`src/rtl/dma_request_latch_if.sv`:
```
// Request/acknowledge bundle between DMA sources, the request latch and the arbiter.
// The master side drives sources, modes, DACKs and clears; the slave side returns DRQs and status.
interface dma_request_latch_if #(
   parameter int CHANNELS = 4,
   parameter int CNT_W    = 3
);
   logic [CHANNELS-1:0]       src_in;
   logic [CHANNELS-1:0]       edge_mode;
   logic [CHANNELS-1:0]       dack_n;
   logic [CHANNELS-1:0]       clr;
   logic                      overflow_clr;
   logic [CHANNELS-1:0]       drq_out;
   logic [CHANNELS*CNT_W-1:0] pending;
   logic [CHANNELS-1:0]       overflow;

   modport master (
      output src_in, edge_mode, dack_n, clr, overflow_clr,
      input  drq_out, pending, overflow
   );

   modport slave (
      input  src_in, edge_mode, dack_n, clr, overflow_clr,
      output drq_out, pending, overflow
   );
endinterface

```
`src/rtl/dma_request_latch.sv`:
```
// Multi-channel DMA request generator: synchronises asynchronous sources and turns them
// into DRQs, either counting unserviced rising edges or passing a level straight through.
module dma_request_latch #(
   parameter int CHANNELS    = 4,
   parameter int SYNC_STAGES = 2,
   parameter int CNT_W       = 3
) (
   input  logic              clock,
   input  logic              reset,
   dma_request_latch_if.slave bus
);

   localparam logic [CNT_W-1:0] CNT_MAX = {CNT_W{1'b1}};

   logic [CHANNELS-1:0]       sync_r [SYNC_STAGES];
   logic [SYNC_STAGES-1:0]    fill_r;
   logic [CHANNELS-1:0]       prev_src_r;
   logic [CHANNELS-1:0]       prev_dack_n_r;
   logic [CHANNELS-1:0]       mode_r;
   logic [CHANNELS-1:0]       drq_r;
   logic [CHANNELS-1:0]       ovf_r;
   logic [CNT_W-1:0]          cnt_r [CHANNELS];

   logic                      sync_valid_s;
   logic [CHANNELS-1:0]       src_s;
   logic [CHANNELS-1:0]       rise_s;
   logic [CHANNELS-1:0]       ack_s;
   logic [CHANNELS-1:0]       mode_chg_s;
   logic [CHANNELS-1:0]       drq_next_s;
   logic [CHANNELS-1:0]       ovf_next_s;
   logic [CNT_W-1:0]          cnt_next_s [CHANNELS];
   logic [CHANNELS*CNT_W-1:0] pending_s;

   // Source synchroniser chain plus a fill marker tracking which stages hold real samples.
   always_ff @(posedge clock or posedge reset) begin
      if (reset) begin
         for (int i = 0; i < SYNC_STAGES; i++) begin
            sync_r[i] <= '0;
         end
         fill_r <= '0;
      end else begin
         sync_r[0] <= bus.src_in;
         fill_r[0] <= 1'b1;
         for (int i = 1; i < SYNC_STAGES; i++) begin
            sync_r[i] <= sync_r[i-1];
            fill_r[i] <= fill_r[i-1];
         end
      end
   end

   // The reset zeros flushing out of the chain are not real source lows, so prev_src is
   // pinned high until the last stage carries a genuine sample; a source already high at
   // reset release then never looks like a rising edge.
   assign sync_valid_s = fill_r[SYNC_STAGES-1];
   assign src_s        = sync_r[SYNC_STAGES-1];
   assign rise_s       = src_s & ~prev_src_r;
   assign ack_s        = prev_dack_n_r & ~bus.dack_n;
   assign mode_chg_s   = mode_r ^ bus.edge_mode;

   // Per-channel next-state: clear/mode change first, then level pass-through or edge counting.
   always_comb begin
      drq_next_s = '0;
      ovf_next_s = bus.overflow_clr ? '0 : ovf_r;
      for (int i = 0; i < CHANNELS; i++) begin
         cnt_next_s[i] = cnt_r[i];
         if (bus.clr[i] || mode_chg_s[i]) begin
            cnt_next_s[i] = '0;
            drq_next_s[i] = 1'b0;
         end else if (!bus.edge_mode[i]) begin
            cnt_next_s[i] = '0;
            drq_next_s[i] = src_s[i];
         end else begin
            case ({rise_s[i], ack_s[i]})
               2'b10: begin
                  if (cnt_r[i] == CNT_MAX) begin
                     ovf_next_s[i] = 1'b1;
                  end else begin
                     cnt_next_s[i] = cnt_r[i] + CNT_W'(1);
                  end
               end
               2'b01: begin
                  if (cnt_r[i] != '0) begin
                     cnt_next_s[i] = cnt_r[i] - CNT_W'(1);
                  end else begin
                     cnt_next_s[i] = cnt_r[i];
                  end
               end
               default: cnt_next_s[i] = cnt_r[i];
            endcase
            drq_next_s[i] = (cnt_next_s[i] != '0) && bus.dack_n[i];
         end
      end
   end

   // Edge-detect history, mode copy, counters and registered outputs.
   always_ff @(posedge clock or posedge reset) begin
      if (reset) begin
         prev_src_r    <= '1;
         prev_dack_n_r <= '1;
         mode_r        <= '0;
         drq_r         <= '0;
         ovf_r         <= '0;
         for (int i = 0; i < CHANNELS; i++) begin
            cnt_r[i] <= '0;
         end
      end else begin
         prev_src_r    <= sync_valid_s ? src_s : '1;
         prev_dack_n_r <= bus.dack_n;
         mode_r        <= bus.edge_mode;
         drq_r         <= drq_next_s;
         ovf_r         <= ovf_next_s;
         for (int i = 0; i < CHANNELS; i++) begin
            cnt_r[i] <= cnt_next_s[i];
         end
      end
   end

   // Flatten the per-channel counters onto the pending bus.
   always_comb begin
      pending_s = '0;
      for (int i = 0; i < CHANNELS; i++) begin
         pending_s[i*CNT_W +: CNT_W] = cnt_r[i];
      end
   end

   assign bus.drq_out  = drq_r;
   assign bus.pending  = pending_s;
   assign bus.overflow = ovf_r;

endmodule

```
`src/flat_wrapper.sv`:
```
// flat-port wrapper written by rule: the top's interface ports become plain ports
module dma_request_latch_flat 
#(
   parameter int CHANNELS    = 4,
   parameter int SYNC_STAGES = 2,
   parameter int CNT_W       = 3
)
  (clock, reset, bus_src_in, bus_edge_mode, bus_dack_n, bus_clr, bus_overflow_clr, bus_drq_out, bus_pending, bus_overflow);
  dma_request_latch_if #(.CHANNELS(CHANNELS), .CNT_W(CNT_W)) bus_i ();
  input  logic clock;
  input  logic reset;
  input wire logic [$bits(bus_i.src_in)-1:0] bus_src_in;
  input wire logic [$bits(bus_i.edge_mode)-1:0] bus_edge_mode;
  input wire logic [$bits(bus_i.dack_n)-1:0] bus_dack_n;
  input wire logic [$bits(bus_i.clr)-1:0] bus_clr;
  input wire logic [$bits(bus_i.overflow_clr)-1:0] bus_overflow_clr;
  output wire logic [$bits(bus_i.drq_out)-1:0] bus_drq_out;
  output wire logic [$bits(bus_i.pending)-1:0] bus_pending;
  output wire logic [$bits(bus_i.overflow)-1:0] bus_overflow;
  assign bus_i.src_in = bus_src_in;
  assign bus_i.edge_mode = bus_edge_mode;
  assign bus_i.dack_n = bus_dack_n;
  assign bus_i.clr = bus_clr;
  assign bus_i.overflow_clr = bus_overflow_clr;
  assign bus_drq_out = bus_i.drq_out;
  assign bus_pending = bus_i.pending;
  assign bus_overflow = bus_i.overflow;
  dma_request_latch #(.CHANNELS(CHANNELS), .SYNC_STAGES(SYNC_STAGES), .CNT_W(CNT_W)) u_core (.clock(clock), .reset(reset), .bus(bus_i));
endmodule
```
`config.mk`:
```
export PLATFORM = sky130hd
export DESIGN_NAME = dma_request_latch_flat
export DESIGN_NICKNAME = d
export VERILOG_FILES = /design/src/rtl/dma_request_latch_if.sv /design/src/rtl/dma_request_latch.sv /design/src/flat_wrapper.sv
export SDC_FILE = /design/constraint.sdc
export NUM_CORES = 1
export LEC_CHECK = 0
export BUFFER_PORTS_ARGS = -buffer_cell sky130_fd_sc_hd__buf_2
export CAP_MARGIN = 5
export CORE_MARGIN = 1.5
export CORE_UTILIZATION = 56
export DETAILED_ROUTE_END_ITERATION = 8
export PLACE_DENSITY = 0.82
export SYNTH_ARGS = -nofsm -noshare
export SYNTH_HDL_FRONTEND = slang
export SYNTH_SLANG_ARGS = --single-unit
```
`constraint.sdc`:
```
create_clock -name clock -period 2.59 [get_ports clock]
set_input_delay 0.777 -clock clock [delete_from_list [all_inputs] [get_ports clock]]
set_output_delay 0.777 -clock clock [all_outputs]
set_load 0.005 [all_outputs]
```
-- Word-level counts from Yosys, hierarchy flattened
Cells that the tools add are included.
W data, S select, Z words.
- output and inout bits: 20
- register bits: 42
- input bits: 19
- word-level logic and storage cells: 107
- reductions and logical operators: 16
- muxes and demuxes: 54
- add/subtract/negate cells: 8
- eq/ne operators: 12
- bitwise logic cells: 5
- operators by type and width (kind ; count):
    $mux W3 ; 24
    $mux W1 ; 24
    $pmux W3 S2 ; 4
    $reduce_bool A3 Y1 ; 8
    $add A3 B1 Y3 const B ; 4
    $eq A3 B3 Y1 const B ; 4
    $sub A3 B1 Y3 const B ; 4
    $and A4 B4 Y4 ; 2
    $eq A2 B1 Y1 const B ; 4
    $eq A2 B2 Y1 const B ; 4
    $mux W4 ; 2
    $not A4 Y4 ; 2
    $logic_and A1 B1 Y1 ; 4
    $logic_or A1 B1 Y1 ; 4
    $xor A4 B4 Y4 ; 1

-- Depth between registers and ports, before layout
Gate-level depths: netlist of run 1.
- depth after elaboration: 10
- gate-level depth with buffers: 7
- mapped depth without buffers: 7

-- Worst setup path after synthesis of run 1
Ideal clock, no wire load.
- path kind: input-to-reg
- start: input port bus_dack_n[0]
- end: register u_core.drq_r[0] (netlist: u_core.bus.drq_out[0])
- setup time: 0.066 ns
- stages: 7
- arrival: 2.091 ns
- required time: 2.524 ns
- buffers on the path: 1
- setup slack: 0.433 ns
- path through: nor2b_1 > ha_1 > buf_6 > or4b_4 > o21ai_2 > o2bb2ai_2 > o311a_1
- cells in the longest elaborated chain, start to end: 10
- elaborated cells between the ends (all ways): 11
- those cells by class: 2 x eq/ne; 5 x mux; 2 x bitwise; 2 x reduce/logical
- RTL lines (what ; RTL line ; text):
    start, declared ; flat_wrapper.sv:14 ; input wire logic [$bits(bus_i.dack_n)-1:0] bus_dack_n;
    $not A4 Y4 ; dma_request_latch.sv:57 ; assign ack_s = prev_dack_n_r & ~bus.dack_n;
    $and A4 B4 Y4 ; dma_request_latch.sv:57 ;
    $eq A2 B1 Y1 or $eq A2 B2 Y1 (tied branches) ; dma_request_latch.sv:73 ; case ({rise_s[i], ack_s[i]})
    $pmux W3 S2 ; dma_request_latch.sv:73 ;
    $mux W3 ; dma_request_latch.sv:69 ; end else if (!bus.edge_mode[i]) begin
    $mux W3 ; dma_request_latch.sv:66 ; if (bus.clr[i] || mode_chg_s[i]) begin
    $reduce_bool A3 Y1 ; dma_request_latch.sv:90 ; drq_next_s[i] = (cnt_next_s[i] != '0) && bus.dack_n[i];
    $logic_and A1 B1 Y1 * ; dma_request_latch.sv:90 ;
    $mux W1 * ; dma_request_latch.sv:69 ;
    $mux W1 * ; dma_request_latch.sv:66 ;
    named net u_core.drq_next_s[0] ; dma_request_latch.sv:29 ; logic [CHANNELS-1:0] drq_next_s;
    end signal, assigned ; dma_request_latch.sv:110 ; drq_r <= drq_next_s;
    end, declared ; dma_request_latch.sv:20 ; logic [CHANNELS-1:0] drq_r;
Mark *: on every way through the listed nets, which the timed path passes. The rest lies on a longest branch. The select of a mux whose other input is x is not followed.

==> results of run 1 <==
## cell usage in the layout, fill, tap and decap left out, drive strengths merged, types with 5 or more instances in the layout
cell type,count
dfstp,8
nand3,13
nand2b,17
nor2,10
nand3b,5
buf,39
dfrtp,34
a21oi,15
nand2,13
inv,30
ha,20
clkbuf,7
nor2b,10
o21ai,10
## layer usage
metal	wire [um]	GRT usage	up-vias
met5	0	0	-
met1	1910	0.259	819
met3	203	0.0405	7
li1	-	-	885
met2	2030	0.361	50
met4	61	0.0816	0
## final cells by class
cell class / instances / area (um^2) / area share
Clock buffer: 7 / 86.3 / 0.0330
Sequential cell: 42 / 1060 / 0.405
Timing Repair Buffer: 39 / 198 / 0.0755
Tap cell: 50 / 62.6 / 0.0239
Clock inverter: 1 / 5.00 / 0.00191
Inverter: 30 / 113 / 0.0430
Multi-Input combinational cell: 155 / 1090 / 0.418
## kinds of logic (layout without fill, tap and decap cells)
kind of cell             Yosys count  in the layout  share of synthesized area
AND/OR/NAND/NOR                   76             76                      0.186
adder cells (fa/ha/maj)           20             20                      0.109
AO/OA/AOI/OAI                     58             58                      0.180
other                              1              1                    0.00164
flip-flops                        42             42                      0.463
buffers and inverters             32             77                     0.0590
## path summary, 6_finish.rpt
path                       depth (start not counted)                     from               endpoint
hold / removal                                     0         u_core.fill_r[0]       u_core.fill_r[1]
hold reg to reg                                    0         u_core.fill_r[0]       u_core.fill_r[1]
min in group asynchronous                          3                    reset        u_core.src_s[2]
setup / recovery                                   7            bus_dack_n[2]  u_core.bus.pending[8]
setup reg to reg                                   6  u_core.prev_dack_n_r[2]  u_core.bus.pending[8]
max in group asynchronous                          3                    reset   u_core.prev_src_r[0]
## synthesized netlist by cell type (2+ instances only)
cell type	count
a311o_1	2
nand3_1	13
o211ai_1	4
a21o_1	3
o21ai_2	2
o21ai_0	8
nand2b_1	17
inv_1	30
dfstp_2	8
and3_1	2
o2bb2ai_2	2
a21boi_0	4
a311oi_1	2
a21oi_1	15
nand2_1	13
nand3b_1	5
or4b_4	2
dfrtp_1	34
o221ai_1	3
o22ai_1	4
nor2b_1	10
nor2_1	10
buf_6	2
o311a_1	2
ha_1	20
## worst max-delay path, stage by stage
cell,delay [ps]
buf_2,110
nor2b_1,150
ha_1,340
or4b_4,510
o21ai_2,70
o2bb2ai_2,120
nor2b_1,170
## sequential cells by signal, indices dropped and copies added, names as in the netlist
signal,flops
u_core.bus.drq_out,4
u_core.bus.pending,12
u_core.bus.overflow,4
u_core.fill_r,2
u_core.src_s,4
u_core.sync_r,4
u_core.prev_dack_n_r,4
u_core.prev_src_r,4
u_core.mode_r,4
## per-stage QoR
step           cell area, um^2   util  setup slack [ps]  instances  hold slack [ps]
2_1_floorplan             2290      -               433        229              331
3_3_place_gp              2530  0.636               260        316              332
3_5_place_dp              2530  0.636               263        316              335
4_1_cts                   2620  0.659               554        324              347
5_1_grt                   2620  0.659               409        324              365
6_report                  2620  0.659               555        324              343
## power by group through the flow
stage,Combinational (W),Clock [W],Sequential [W]
after global routing,0.000123,0.000467,0.000690
after global placement,0.000107,0,0.000699
after CTS,0.000109,0.000442,0.000687
after floorplan,0.0000767,0,0.000697
final,0.000108,0.000423,0.000687
after detailed placement,0.000109,0,0.000700
==> reports/metrics.csv, run 1 <==
stage;metric;value;unit
synth;post-synthesis sequential element count;42;
cts;Setup Buffers After CTS;0;
global_routing;global route overflow;0;
synth;Post-synth EDFFs;0;
synth;ys flop type;dfrtp_1;
synth;syn avg cell area;10.0;um^2
place;routability cong.;0.934;
cts;# clock sinks;42;
power_and_ir_drop;Pint;0.000937;W
power_and_ir_drop;Clock power frac;0.347;
die;core area;3970;um^2
cts;clock transition at the registers of the reported paths;70;ps
power_and_ir_drop;Peak supply drop;432;uV
timing;Tcrit/Tclk final;0.786;
global_routing;initial antenna violation count;0;
power_and_ir_drop;Pwr Total;0.00122;W
finish;Net count, final;312;
outcome;status;finished, final reports clean;
cts;Post-CTS Resized;0;
timing;Period minus WS final;2040;ps
synth;top cell type by total area after synthesis;dfrtp_1;
timing;Fin Setup TNS;0;ps
critical_path;Worst Path Max Fanout;8;
route;Initial DRC Count;89;
critical_path;startpoint types;primary input;
global_routing;total global-route track usage;0.210;
cts;CTS root buffer;clkbuf_8;
critical_path;CP Class;in2reg;
die;starting density of the core;0.577;
power_and_ir_drop;Sequential Power Share;0.564;
critical_path;crit path DAT;2250;ps
synth;ys async rst share;1.00;
hold_path;Hold Path Class;reg2reg;
synth;top post-synthesis cells by area;dfrtp_1 37%, ha_1 11%, dfstp_2 9.2%;
die;Vert. Die Dim;66.9;um
timing;Clock Skew;7.06;ps
cts;htree depth;2;
die;Die Area;4480;um^2
die;Placement Rows;23;
finish;diodes inserted;0;
synth;number of library cell types mapped by synthesis;37;
route;DR WL/cell;13.0;um
timing;Worst slew margin;0.662;
critical_path;Required @ worst endpoint;2800;ps
critical_path;CP Capture Type;register;
synth;Syn Nets;268;
route;DR pass1 iterations;4;
place;DP HPWL;3140;um
power_and_ir_drop;switching pwr;0.000281;W
power_and_ir_drop;Gate power share;0.089;
die;boundary pin count;39;
synth;post-synthesis sequential area ratio;0.463;
cts;CTS Buf Count;5;
finish;Area growth, synth to finish;14.4;%
route;ANT nets after route;0;
run;max_cap viols;0;
timing;fmax;491;MHz
cts;CTS tree;built;
power_and_ir_drop;Sw Ratio;0.231;
synth;Syn. warnings;0;
synth;post-synth top area share;0.372;
global_routing;largest net degree at the start of global routing;43;
cts;post-cts hold buffer count;0;
route;total number of vias;1761;
place;PortBufs;38;
timing;count of pins over their slew limit;0;
die;chip width;66.9;um
timing;final hold violation count;0;
global_routing;vias in the first global route;1675;
synth;Syn Inst Count;229;
finish;fill count;326;
power_and_ir_drop;P_leak;1.25;nW
synth;Syn Std Cell Area;2290;um^2
global_routing;first-pass GRT wire length;7110;um
cts;maximum buffer depth of the clock tree;2;
finish;ratio of cells with drive above 1 in the final layout;0.223;
timing;RSZ-0062 raised after global routing;false;
cts;worst skew pair latency;280;ps
route;DRC errors left;0;
critical_path;R2R Setup Slk;630;ps
route;wirelength, routed;4210;um
route;Vias/cell;5.44;
power_and_ir_drop;Power Density;465;nW/um^2
timing;Final Setup Violations;0;
timing;Worst-Margin Slew;507;ps
Power figures use the tool's default switching activity.
==> run 2: changes to the inputs <==
CORE_UTILIZATION = 50   (was 56)
PLACE_DENSITY = 0.77   (was 0.82)
clock period = 1.68 ns   (was 2.59 ns; I/O delays follow)
==> reports/metrics.csv, run 2 (same netlist as run 1, synthesis figures left out) <==
stage;metric;value;unit;change
finish;most frequent cells in the layout;38 x buf_2, 35 x buf_4, 34 x dfrtp_1, 26 x inv_1;;
route;DRC errors left;0;;unchanged
timing;final hold violation count;0;;unchanged
critical_path;CP Capture Type;register;;
cts;clock transition at the registers of the reported paths;80;ps;about the same
route;routed metal-1 wire length;2160;um;+13%
critical_path;CP Class;reg2reg;;
finish;ratio of cells with drive above 1 in the final layout;0.460;;+0.237
cts;worst skew pair latency;290;ps;about the same
timing;count of pins over their slew limit;0;;unchanged
critical_path;crit path DAT;2110;ps;-140 ps
critical_path;worst-path cell chain;nor2b_4 -> buf_6 -> ha_4 -> buf_6 -> a311oi_2 -> o211ai_1 -> o311a_1;;
finish;diodes inserted;0;;unchanged
finish;fill count;310;;-4.9%
hold_path;Hold Path Class;in2async;;
timing;fmax;518;MHz;
finish;Area growth, synth to finish;41.7;%;
place;placed instance area;2910;um^2;+15%
finish;Finished Cell Area;3240;um^2;+24%
route;wire length on met3;267;um;+32%
critical_path;Worst Path Max Fanout;3;;-5
route;Vias/cell;5.48;;+0.92%
critical_path;Required @ worst endpoint;1860;ps;-940 ps
place;Cells after DPL;349;;+10%
die;Die Area;4990;um^2;+11%
die;Placement Rows;24;;+4.3%
route;DR WL/cell;14.3;um;+10%
place;routability cong.;0.867;;-7.1%
route;top sig layer;met4;;
die;boundary pin count;39;;unchanged
route;wirelength, routed;5230;um;+24%
die;starting density of the core;0.522;;-0.0543
cts;CTS Buf Count;5;;unchanged
route;routed wl met2;2720;um;+34%
place;PortBufs;38;;unchanged
finish;fin cells;365;;+13%
finish;fin util;0.740;;+0.0806
route;ANT nets after route;0;;unchanged
cts;CTS tree;built;;
place;Setup WS pre-CTS;-355;ps;-618 ps
outcome;status;finished with violations;;
cts;CTS root buffer;clkbuf_8;;
run;max_cap viols;0;;unchanged
power_and_ir_drop;Peak supply drop;708;uV;+64%
die;core area;4380;um^2;+10%
cts;maximum buffer depth of the clock tree;2;;unchanged
global_routing;initial antenna violation count;0;;unchanged
global_routing;total global-route track usage;0.213;;+0.00320
critical_path;startpoint types;register;;
global_routing;largest net degree at the start of global routing;43;;unchanged
critical_path;Slowest cell on crit path;dfstp_2;;
power_and_ir_drop;Power Density;704;nW/um^2;+51%
critical_path;Worst path max stage delay;520;ps;about the same
route;Initial DRC Count;100;;+12%
timing;Period minus WS final;1930;ps;
die;chip width;70.7;um;+5.6%
finish;FF+latch area;1060;um^2;unchanged
route;DR pass1 iterations;4;;unchanged
power_and_ir_drop;P_leak;1.53;nW;+22%
critical_path;Bufs and invs on worst path;2;;+1
route;total number of vias;2002;;+14%
timing;Final WS setup;-251;ps;-806 ps
critical_path;CP dominant cell by count;buf_6;;
global_routing;first-pass GRT wire length;8450;um;+19%
global_routing;global route overflow;0;;unchanged
place;DP HPWL;3660;um;+17%
timing;Final Setup Violations;11;;+11
finish;Net count, final;351;;+13%
timing;Tcrit/Tclk final;1.15;;
global_routing;vias in the first global route;1861;;+11%
cts;htree depth;2;;unchanged
finish;Multi-input gate area;1350;um^2;+23%
timing;Clock Skew;6.42;ps;-0.637 ps
cts;# clock sinks;42;;unchanged
outcome;failing checks;negative setup slack;;
die;Vert. Die Dim;70.7;um;+5.6%
critical_path;Largest delay share family, worst path;compound AO/OA/AOI/OAI gates;;
finish;most common cell after layout, fill and taps aside;buf_2;;
timing;RSZ-0062 raised after global routing;true;;
finish;max reg flops;12;;unchanged
run 2: changes by cell type in the layout (fill, tap and decap cells not counted), sizes merged:
cell | previous run | this run
buf | 39 | 78
clkbuf | 7 | 5
bufinv | 0 | 2
run 2: through the flow:
stage	total power [W]	TNS (ps)	hold WS, ps
global route	0.00238	-1850	267
CTS	0.00227	-883	252
finish	0.00229	-1230	247
global placement	0.00131	-1780	331
detailed placement	0.00132	-2390	335
floorplan	0.00122	-557	331
run 2: path summary, 6_finish.rpt:
path / startpoint / end / slack (ps) / depth (start not counted)
worst max register to register: u_core.prev_dack_n_r[0] / u_core.bus.drq_out[0] / -250 / 7
worst max-delay path: u_core.prev_dack_n_r[0] / u_core.bus.drq_out[0] / -250 / 7
worst min-delay path: reset / u_core.bus.drq_out[3] / 250 / 3
min in group clock: bus_src_in[0] / u_core.sync_r[4] / 310 / 1
worst min register to register: u_core.sync_r[6] / u_core.src_s[2] / 340 / 0
max in group asynchronous: reset / u_core.prev_src_r[3] / 1170 / 3
run 2: layout make-up:
cell class                      count  share of cell area
Clock inverter                      3              0.0212
Timing Repair Buffer               78               0.160
Sequential cell                    42               0.327
Inverter                           30              0.0347
Tap cell                           52              0.0201
Multi-Input combinational cell    155               0.416
Clock buffer                        5              0.0212
run 2: worst reg2reg max path: cells and delay by family (launching register included):
kind,cells,cell delay [ps]
flip-flops,1,520
AND/OR/NAND/NOR,1,140
AO/OA/AOI/OAI,3,730
buffers and inverters,2,220
adder cells (fa/ha/maj),1,200
run 2: routing by layer:
layer / track usage / vias up
li1: - / 960
met3: 0.0456 / 9
met4: 0.0608 / 0
met1: 0.263 / 970
met2: 0.379 / 63
met5: 0 / -
run 2: repair_timing:
item                       in CTS  in global routing
cloned                          0                  0
setup endpoints to repair       8                 15
buffers inserted                3                  6
pin swaps                      18                 19
gates resized for setup        11                 24
hold buffers                    0                  0
run 2: power by group:
group | internal, W | total, W | switching [W]
registers | 0.00105 | 0.00106 | 0.0000166
logic | 0.000144 | 0.000282 | 0.000138
clock network | 0.000595 | 0.000940 | 0.000345
total | 0.00179 | 0.00229 | 0.000500
